`src/rtl/display_pkg.sv`:
```
// Shared definitions for the seven-segment display reader: the active-low
// segment codes for the ten decimal digits, the FSM state type and a small
// helper that turns a tens/units pair into its binary value.
package display_pkg;

  // Segment order is abcdefg with bit 6 = a; a lit segment reads as 0.
  localparam logic [6:0] SEG_0 = 7'b0000001;
  localparam logic [6:0] SEG_1 = 7'b1001111;
  localparam logic [6:0] SEG_2 = 7'b0010010;
  localparam logic [6:0] SEG_3 = 7'b0000110;
  localparam logic [6:0] SEG_4 = 7'b1001100;
  localparam logic [6:0] SEG_5 = 7'b0100100;
  localparam logic [6:0] SEG_6 = 7'b0100000;
  localparam logic [6:0] SEG_7 = 7'b0001111;
  localparam logic [6:0] SEG_8 = 7'b0000000;
  localparam logic [6:0] SEG_9 = 7'b0000100;

  typedef enum logic [1:0] {
    WAIT_STABLE = 2'd0,
    ACCEPT      = 2'd1,
    HOLD        = 2'd2
  } state_t;

  // tens*10 + units as tens*8 + tens*2 + units; 99 fits in 7 bits.
  function automatic logic [6:0] bcd_to_bin(input logic [3:0] t, input logic [3:0] u);
    return {t, 3'b000} + {2'b00, t, 1'b0} + {3'b000, u};
  endfunction

endpackage

```
`src/rtl/seg7_decoder.sv`:
```
// Combinational decoder from one active-low seven-segment code to a decimal
// digit. Any code outside the ten digit shapes is flagged as illegal and the
// digit output is forced to 0 so downstream logic never sees stale data.
module seg7_decoder
  import display_pkg::*;
(
  input  logic [6:0] seg,
  output logic [3:0] digit,
  output logic       illegal
);

  // Table lookup of the ten legal shapes; everything else is illegal.
  always_comb begin
    digit   = 4'd0;
    illegal = 1'b0;
    case (seg)
      SEG_0:   digit = 4'd0;
      SEG_1:   digit = 4'd1;
      SEG_2:   digit = 4'd2;
      SEG_3:   digit = 4'd3;
      SEG_4:   digit = 4'd4;
      SEG_5:   digit = 4'd5;
      SEG_6:   digit = 4'd6;
      SEG_7:   digit = 4'd7;
      SEG_8:   digit = 4'd8;
      SEG_9:   digit = 4'd9;
      default: illegal = 1'b1;
    endcase
  end

endmodule

```
`src/rtl/display_reader.sv`:
```
// Watches a two-digit seven-segment display, waits for the pattern to settle,
// then reports the decoded value once per new pattern. Illegal shapes and
// values that do not advance by exactly one (with wrap) raise sticky flags.
module display_reader
  import display_pkg::*;
#(
  parameter int STABLE_CYCLES = 2,
  parameter int MAX_VALUE     = 99
) (
  input  logic       clk,
  input  logic       reset,
  input  logic [6:0] BCD_digit_1,
  input  logic [6:0] BCD_digit_2,
  output logic [3:0] tens,
  output logic [3:0] units,
  output logic [6:0] value,
  output logic       valid,
  output logic       code_error,
  output logic       step_error
);

  localparam logic [3:0] STABLE_TARGET = 4'(STABLE_CYCLES);
  localparam logic [6:0] MAX_CODE      = 7'(MAX_VALUE);

  logic [13:0] pair_in;
  state_t      state_q, state_d;
  logic [13:0] seg_q, seg_d;
  logic [13:0] cand_q, cand_d;
  logic [3:0]  stab_q, stab_d;
  logic [3:0]  tens_q, tens_d;
  logic [3:0]  units_q, units_d;
  logic [6:0]  value_q, value_d;
  logic        valid_q, valid_d;
  logic        code_error_q, code_error_d;
  logic        step_error_q, step_error_d;
  logic        seeded_q, seeded_d;

  logic [3:0]  dec_tens, dec_units;
  logic        ill_tens, ill_units;
  logic [6:0]  cand_value;
  logic [6:0]  next_expected;

  assign pair_in = {BCD_digit_1, BCD_digit_2};

  // The candidate pair is frozen when the FSM commits to ACCEPT, so an input
  // change arriving during ACCEPT cannot corrupt the value being reported.
  seg7_decoder u_dec_tens (
    .seg     (cand_q[13:7]),
    .digit   (dec_tens),
    .illegal (ill_tens)
  );

  seg7_decoder u_dec_units (
    .seg     (cand_q[6:0]),
    .digit   (dec_units),
    .illegal (ill_units)
  );

  assign cand_value    = bcd_to_bin(dec_tens, dec_units);
  assign next_expected = (value_q == MAX_CODE) ? 7'd0 : value_q + 7'd1;

  // Next-state logic: stability counting, acceptance and hold-off of repeats.
  always_comb begin
    state_d      = state_q;
    seg_d        = pair_in;
    cand_d       = cand_q;
    stab_d       = stab_q;
    tens_d       = tens_q;
    units_d      = units_q;
    value_d      = value_q;
    valid_d      = 1'b0;
    code_error_d = code_error_q;
    step_error_d = step_error_q;
    seeded_d     = seeded_q;

    case (state_q)
      WAIT_STABLE: begin
        if (stab_q >= STABLE_TARGET) begin
          state_d = ACCEPT;
          cand_d  = seg_q;
        end else if (pair_in == seg_q) begin
          stab_d = stab_q + 4'd1;
        end else begin
          stab_d = 4'd1;
        end
      end

      ACCEPT: begin
        valid_d = 1'b1;
        state_d = HOLD;
        if (ill_tens || ill_units || (cand_value > MAX_CODE)) begin
          code_error_d = 1'b1;
        end else begin
          if (seeded_q && (cand_value != next_expected)) begin
            step_error_d = 1'b1;
          end
          tens_d   = dec_tens;
          units_d  = dec_units;
          value_d  = cand_value;
          seeded_d = 1'b1;
        end
      end

      HOLD: begin
        if (pair_in != cand_q) begin
          state_d = WAIT_STABLE;
          stab_d  = 4'd1;
        end
      end

      default: state_d = WAIT_STABLE;
    endcase
  end

  // State and registered outputs, all cleared asynchronously by reset.
  always_ff @(posedge clk or posedge reset) begin
    if (reset) begin
      state_q      <= WAIT_STABLE;
      seg_q        <= '0;
      cand_q       <= '0;
      stab_q       <= '0;
      tens_q       <= '0;
      units_q      <= '0;
      value_q      <= '0;
      valid_q      <= 1'b0;
      code_error_q <= 1'b0;
      step_error_q <= 1'b0;
      seeded_q     <= 1'b0;
    end else begin
      state_q      <= state_d;
      seg_q        <= seg_d;
      cand_q       <= cand_d;
      stab_q       <= stab_d;
      tens_q       <= tens_d;
      units_q      <= units_d;
      value_q      <= value_d;
      valid_q      <= valid_d;
      code_error_q <= code_error_d;
      step_error_q <= step_error_d;
      seeded_q     <= seeded_d;
    end
  end

  assign tens       = tens_q;
  assign units      = units_q;
  assign value      = value_q;
  assign valid      = valid_q;
  assign code_error = code_error_q;
  assign step_error = step_error_q;

endmodule

```
`config.mk`:
```
export PLATFORM = sky130hd
export DESIGN_NAME = display_reader
export DESIGN_NICKNAME = d
export VERILOG_FILES = /design/src/rtl/display_pkg.sv /design/src/rtl/seg7_decoder.sv /design/src/rtl/display_reader.sv
export SDC_FILE = /design/constraint.sdc
export NUM_CORES = 1
export LEC_CHECK = 0
export ABC_AREA = 1
export CAP_MARGIN = 5
export CORE_MARGIN = 2
export CORE_UTILIZATION = 50
export DETAILED_ROUTE_END_ITERATION = 8
export PLACE_DENSITY = 0.72
export SKIP_CTS_REPAIR_TIMING = 1
export SLEW_MARGIN = 20
export SYNTH_ARGS = -nofsm -noshare
export SYNTH_HDL_FRONTEND = slang
export SYNTH_SLANG_ARGS = --single-unit
export TNS_END_PERCENT = 50
```
`constraint.sdc`:
```
create_clock -name clk -period 8.5 [get_ports clk]
set_clock_uncertainty 0.15 [all_clocks]
set_input_delay 1.275 -clock clk [delete_from_list [all_inputs] [get_ports clk]]
set_output_delay 1.275 -clock clk [all_outputs]
set_load 0.1 [all_outputs]
```
* Word-level counts from Yosys, hierarchy flattened
Index checks and enable logic that the tools add are counted.
Operators by class: add/sub/neg operators 4, order comparisons 2, eq/ne operators 27, muxes and demuxes 13, bitwise logic cells 1, reduce and logical (&&, ||, !) cells 15
Operator list (count):
- 4-bit case mux with 9 select lines | 2
- 7-bit == test, second input constant | 5
- 7-bit by 3-bit == test with 1-bit output, second input constant | 4
- 7-bit by 6-bit == test with 1-bit output, second input constant | 4
- 10-bit OR reduction | 2
- 14-bit == test | 1
- 7-bit by 1-bit == test with 1-bit output, second input constant | 2
- 7-bit by 4-bit == test with 1-bit output, second input constant | 2
- 7-bit by 5-bit == test with 1-bit output, second input constant | 2
- 7-bit logical NOT | 2
- 14-bit inequality test | 1
- 4-bit two-way mux | 3
- 4-bit case mux with 2 select lines | 1
- 2-bit AND reduction | 4
- 7-bit by 1-bit adder with 7-bit output, second input constant | 1
- 7-bit by 4-bit adder with 7-bit output | 1
- 7-bit by 5-bit adder with 7-bit output | 1
- 7-bit greater-than comparator, second input constant | 1
- 7-bit two-way mux | 1
- 7-bit inequality test | 1
- 2-bit inequality test, second input constant | 3
- 2-bit case mux with 3 select lines | 1
- 3-bit AND reduction | 2
- 4-bit by 1-bit adder with 4-bit output, second input constant | 1
- 10 further kinds | 14
Storage, ports and cells: bits in registers 53, input port bits 16

* Longest topological paths before layout
depth in word-level cells 8, depth in mapped cells 21

* By module
From an unflattened synthesis, not the netlist that was laid out.
Second synthesis, totals: cell total of the unflattened synthesis 459, area, all modules 3264.4 sq um
By module, submodules not included:
- display_reader | times used 1, cells an instance 363, area an instance 2851.5 sq um
- seg7_decoder | times used 2, cells an instance 48, area an instance 206.4 sq um

* Worst setup path before layout
OpenSTA, ideal clock, no wires.
path type register to register, start point register cand_q[12], end point register seeded_q, arrival 2.919 ns, required time 8.226 ns, path slack 5.306 ns, cell stages (with the launch flop) 20, buffers on the path 1, clock period less this slack 3.194 ns, cell sequence dfrtp_1 -> nor2_2 -> nand2_2 -> inv_2 -> nand2_1 -> nand3_1 -> inv_1 -> fa_1 -> inv_1 -> fa_1 -> nand3_1 -> nand3_1 -> inv_1 -> nand2_1 -> nand2_1 -> nand3_1 -> nand3_2 -> nor2_2 -> buf_6 -> or2_1
Between the ends: cells in the longest elaborated chain, start to end 8, elaborated cells on any way between the ends 20, classes of those cells add/sub: 2; order compare: 1; eq/ne: 9; mux: 2; bitwise: 1; reduce/logical: 5
Ends and longest elaborated chain:
- from (decl) | RTL line display_reader.sv:28 | logic [13:0] cand_q, cand_d;
- from (signal assigned) | RTL line display_reader.sv:132 | cand_q <= cand_d;
- 7-bit by 3-bit == test with 1-bit output (tied with other cells) | RTL line seg7_decoder.sv:16 | case (seg)
- 4-bit case mux with 9 select lines (*) | RTL line seg7_decoder.sv:16
- named net dec_tens[0] | RTL line display_reader.sv:38 | logic [3:0] dec_tens, dec_units;
- 7-bit by 5-bit adder with 7-bit output (*) | RTL line display_pkg.sv:26 | return {t, 3'b000} + {2'b00, t, 1'b0} + {3'b000, u};
- 7-bit by 4-bit adder with 7-bit output (*) | RTL line display_pkg.sv:26
- 7-bit greater-than comparator (*) | RTL line display_reader.sv:91 | if (ill_tens || ill_units || (cand_value > MAX_CODE)) begin
- 1-bit logical OR (*) | RTL line display_reader.sv:91
- 1-bit NOT (no source line) (*)
- 2-bit AND reduction (no source line) (*)
- to (signal assigned) | RTL line display_reader.sv:128 | seeded_q <= 1'b0;
- to (signal assigned) | RTL line display_reader.sv:140 | seeded_q <= seeded_d;
- to (decl) | RTL line display_reader.sv:36 | logic seeded_q, seeded_d;
The timed path passes the listed nets; every way through them passes the cells marked *. A chain may end at the register's enable or synchronous reset.

* Worst setup path after layout
start point register cand_q[12], end point register units_q[1], in the netlist units[1]
Between the ends: cells in the longest elaborated chain, start to end 8, elaborated cells on any way between the ends 20, classes of those cells add/sub: 2; order compare: 1; eq/ne: 9; mux: 2; bitwise: 1; reduce/logical: 5
Ends and longest elaborated chain:
- 7-bit by 3-bit == test with 1-bit output (tied with other cells) | RTL line seg7_decoder.sv:16
- 4-bit case mux with 9 select lines (*) | RTL line seg7_decoder.sv:16
- named net dec_tens[0] | RTL line display_reader.sv:38
- 7-bit by 5-bit adder with 7-bit output (*) | RTL line display_pkg.sv:26
- 7-bit by 4-bit adder with 7-bit output (*) | RTL line display_pkg.sv:26
- 7-bit greater-than comparator (*) | RTL line display_reader.sv:91
- 1-bit logical OR (*) | RTL line display_reader.sv:91
- 1-bit NOT (no source line) (*)
- 2-bit AND reduction (no source line) (*)
- to (signal assigned) | RTL line display_reader.sv:135 | units_q <= units_d;
- to (decl) | RTL line display_reader.sv:31 | logic [3:0] units_q, units_d;
Marks and branches as above.

==> results.json <==
{
  "dpl_worst_slack_ns": 4.54,
  "power_switching_share_pct": 24.7,
  "track_usage_pct": 21.9,
  "power.total_uw": 490,
  "critPathLaunchType": "register",
  "r2r_start": "cand_q[12]",
  "dp_hpwl_um": 5770,
  "slew_viol_final": 0,
  "syn_avg_cell_area_um2": 6.97,
  "fp.coreArea_mm2": 0.00635,
  "period_needed_ns": 3.95,
  "synth_top_area_share_pct": 39.6,
  "gp_congestion": 0.923,
  "start_util_pct": 51.7,
  "io_pins": 34,
  "die_area_mm2": 0.00723,
  "dieWidth_um": 85.0,
  "routedWlPerCell_um": 12.5,
  "synth_fp_nets": 499,
  "ys_warn_count": 0,
  "end_kind": "register",
  "cp_data_required_time_ns": 8.60,
  "synth-seq-area-share_pct": 39.6,
  "powerDensity_mw_per_mm2": 129,
  "layout_setup_ws_ns": 4.55,
  "cap_viol_max_count": 0,
  "syn_inst": 471,
  "switching_power_uw": 121,
  "firstDrtPassIters": 4,
  "leakage_uw": 0.00200,
  "ys_types": 34,
  "finalCritPeriodShare_pct": 46.4,
  "insertion_delay_ns": 0.31,
  "critical_path_class": "register to register",
  "crit_fanout": 20,
  "arrival_ns": 4.05,
  "setup_viol": 0,
  "areaGrowthSynthToFinish_pct": 15.6,
  "reg2reg_to": "units[1]",
  "endpoint": "units[1]",
  "clockBufferDepth": 2,
  "status": "finished clean",
  "tightest_slew_ns": 0.972,
  "layout_commonest_cell": "nand2_1",
  "drc": 0,
  "antenna_left": 0,
  "crit_start": "cand_q[12]",
  "first_iter_violations": 130,
  "pwr-share-seq_pct": 52.1,
  "fmax_mhz": 253,
  "numCtsBuffers": 5,
  "vias_per_cell": 5.09,
  "synth_area_leaders": "dfrtp_1 40%, nand2_1 17%, inv_1 8.1%",
  "slew_headroom_pct": 35.0,
  "grt_pass1_vias": 2861,
  "drive_gt1_share_pct": 5.14,
  "reg2regPathDepth": 18,
  "r2r_setup_slack_ns": 4.55,
  "num_rows": 29,
  "antenna_found_initial": 0,
  "nNetsFinal": 533,
  "combPwrFrac_pct": 11.3,
  "vias": 2966,
  "stdcell_area_mm2": 0.00380,
  "htree_levels": 2,
  "dpl_cell_area_mm2": 0.00367,
  "cts-root-buf": "clkbuf_8",
  "mostFrequentLayoutCells": "153 x nand2_1, 70 x inv_1, 52 x dfrtp_1, 50 x nor2_1",
  "intPower_uw": 368,
  "io_buffers": 33,
  "grt_pass1_wl_um": 12700,
  "grt_max_degree": 53,
  "cts.sinks": 52,
  "pwr-share-clk_pct": 36.7,
  "rsz0062_at_grt": "false",
  "overflow": 0,
  "wl_um": 7300,
  "dieHeight_um": 85.0,
  "post-synth-top-area-cell": "dfrtp_1",
  "n_antenna_cell": 0,
  "fin_tns_setup_ns": 0,
  "hold_viol": 0,
  "ir_drop_mv": 0.0876,
  "hp-class": "register to register",
  "synth_seq_cells": 52,
  "cts_tree": "done",
  "syn_area_mm2": 0.00328,
  "clkTransAtPathRegs_ns": 0.09,
  "hold_ws_ns": 0.320
}
-- state kept, by name, summed over array words and instances (netlist names) --
signal and count:
tens 4, seeded_q 1, units 4, seg_q 14, valid 1, cand_q 14
state_q 2, value 6, step_error 1, code_error 1, stab_q 4
-- synthesized netlist by cell type --
cell and instances:
dfrtp_1 52, nor3_2 1, or2_1 1, nor2_1 50, inv_2 2, o21bai_1 2, o2111ai_1 2, fa_1 2
xor2_1 4, nor3b_1 1, a21oi_1 2, buf_4 2, nor3_1 6, nand2_1 153, nor4_1 1, nand4_1 11
buf_6 1, inv_1 71, clkbuf_1 3, or2_2 3, nand2_2 4, o21ai_2 1, a21o_1 1, o21ai_0 33
nand3_1 32, clkbuf_2 1, nor2_2 3, nand3b_1 1, xnor2_1 8, o21ai_1 2, nand3_2 1, ha_1 10
nor2_4 1, o22ai_1 3
-- final cells by class --
| type | count | area, um2 |
|---|---|---|
| clock buffers | 6 | 82.6 |
| inverters | 73 | 274 |
| flip-flops and latches | 52 | 1300 |
| multi-input cells | 339 | 1670 |
| well taps | 77 | 96.3 |
| fillers | 589 | 2550 |
| repair buffers | 34 | 338 |
| clock inverters | 2 | 38.8 |
-- worst min-delay path by stage --
stage | startpoint | end | cells after the start
after floorplan | state_q[1] | valid | 1
after global placement | step_error | step_error | 2
after detailed placement | step_error | step_error | 2
after CTS | step_error | step_error | 2
after global routing | step_error | step_error | 2
final | step_error | step_error | 2
-- metal layers --
layer / vias up / wire length (um) / track usage [%]
met5: - / 0 / 0
met1: 1342 / 3390 / 28.1
met3: 16 / 216 / 3.31
li1: 1547 / - / -
met4: 0 / 172 / 8.95
met2: 61 / 3520 / 36.9
-- per-stage QoR --
| step | instances | util [%] |
|---|---|---|
| final | 583 | 59.8 |
| after global routing | 583 | 59.8 |
| after CTS | 583 | 59.8 |
| after detailed placement | 575 | 57.9 |
| after global placement | 575 | 57.9 |
| after floorplan | 471 | - |
-- kinds of logic after synthesis --
| group | after synthesis | synth area share (%) |
|---|---|---|
| flip-flops | 52 | 39.6 |
| AND/OR/NAND/NOR | 269 | 34.8 |
| AO/OA/AOI/OAI | 46 | 7.70 |
| adder cells (fa/ha/maj) | 12 | 5.03 |
| XOR/XNOR | 12 | 3.20 |
| buffers and inverters | 80 | 9.64 |
-- power groups by stage --
stage	clock, uW	sequential [uW]	combinational [uW]
CTS	186	255	55.9
floorplan	0	262	32.8
global placement	0	260	55.1
detailed placement	0	260	55.7
finish	180	255	55.2
global route	198	256	62.5
-- worst max-delay path, stage by stage, from the launching register on --
cell     delay [ns]
dfrtp_1        0.45
nor2_2         0.18
nand2_2        0.10
inv_2          0.10
nand2_1        0.07
nand3_1        0.13
inv_1          0.08
fa_1           0.54
inv_1          0.07
fa_1           0.46
nand3_1        0.10
nand3_1        0.10
nand2_1        0.08
nand2_1        0.08
nand3_1        0.09
nand3_2        0.21
nor2_2         0.65
nand2_1        0.14
nand2_1        0.11
(Power assumes the default switching activity.)
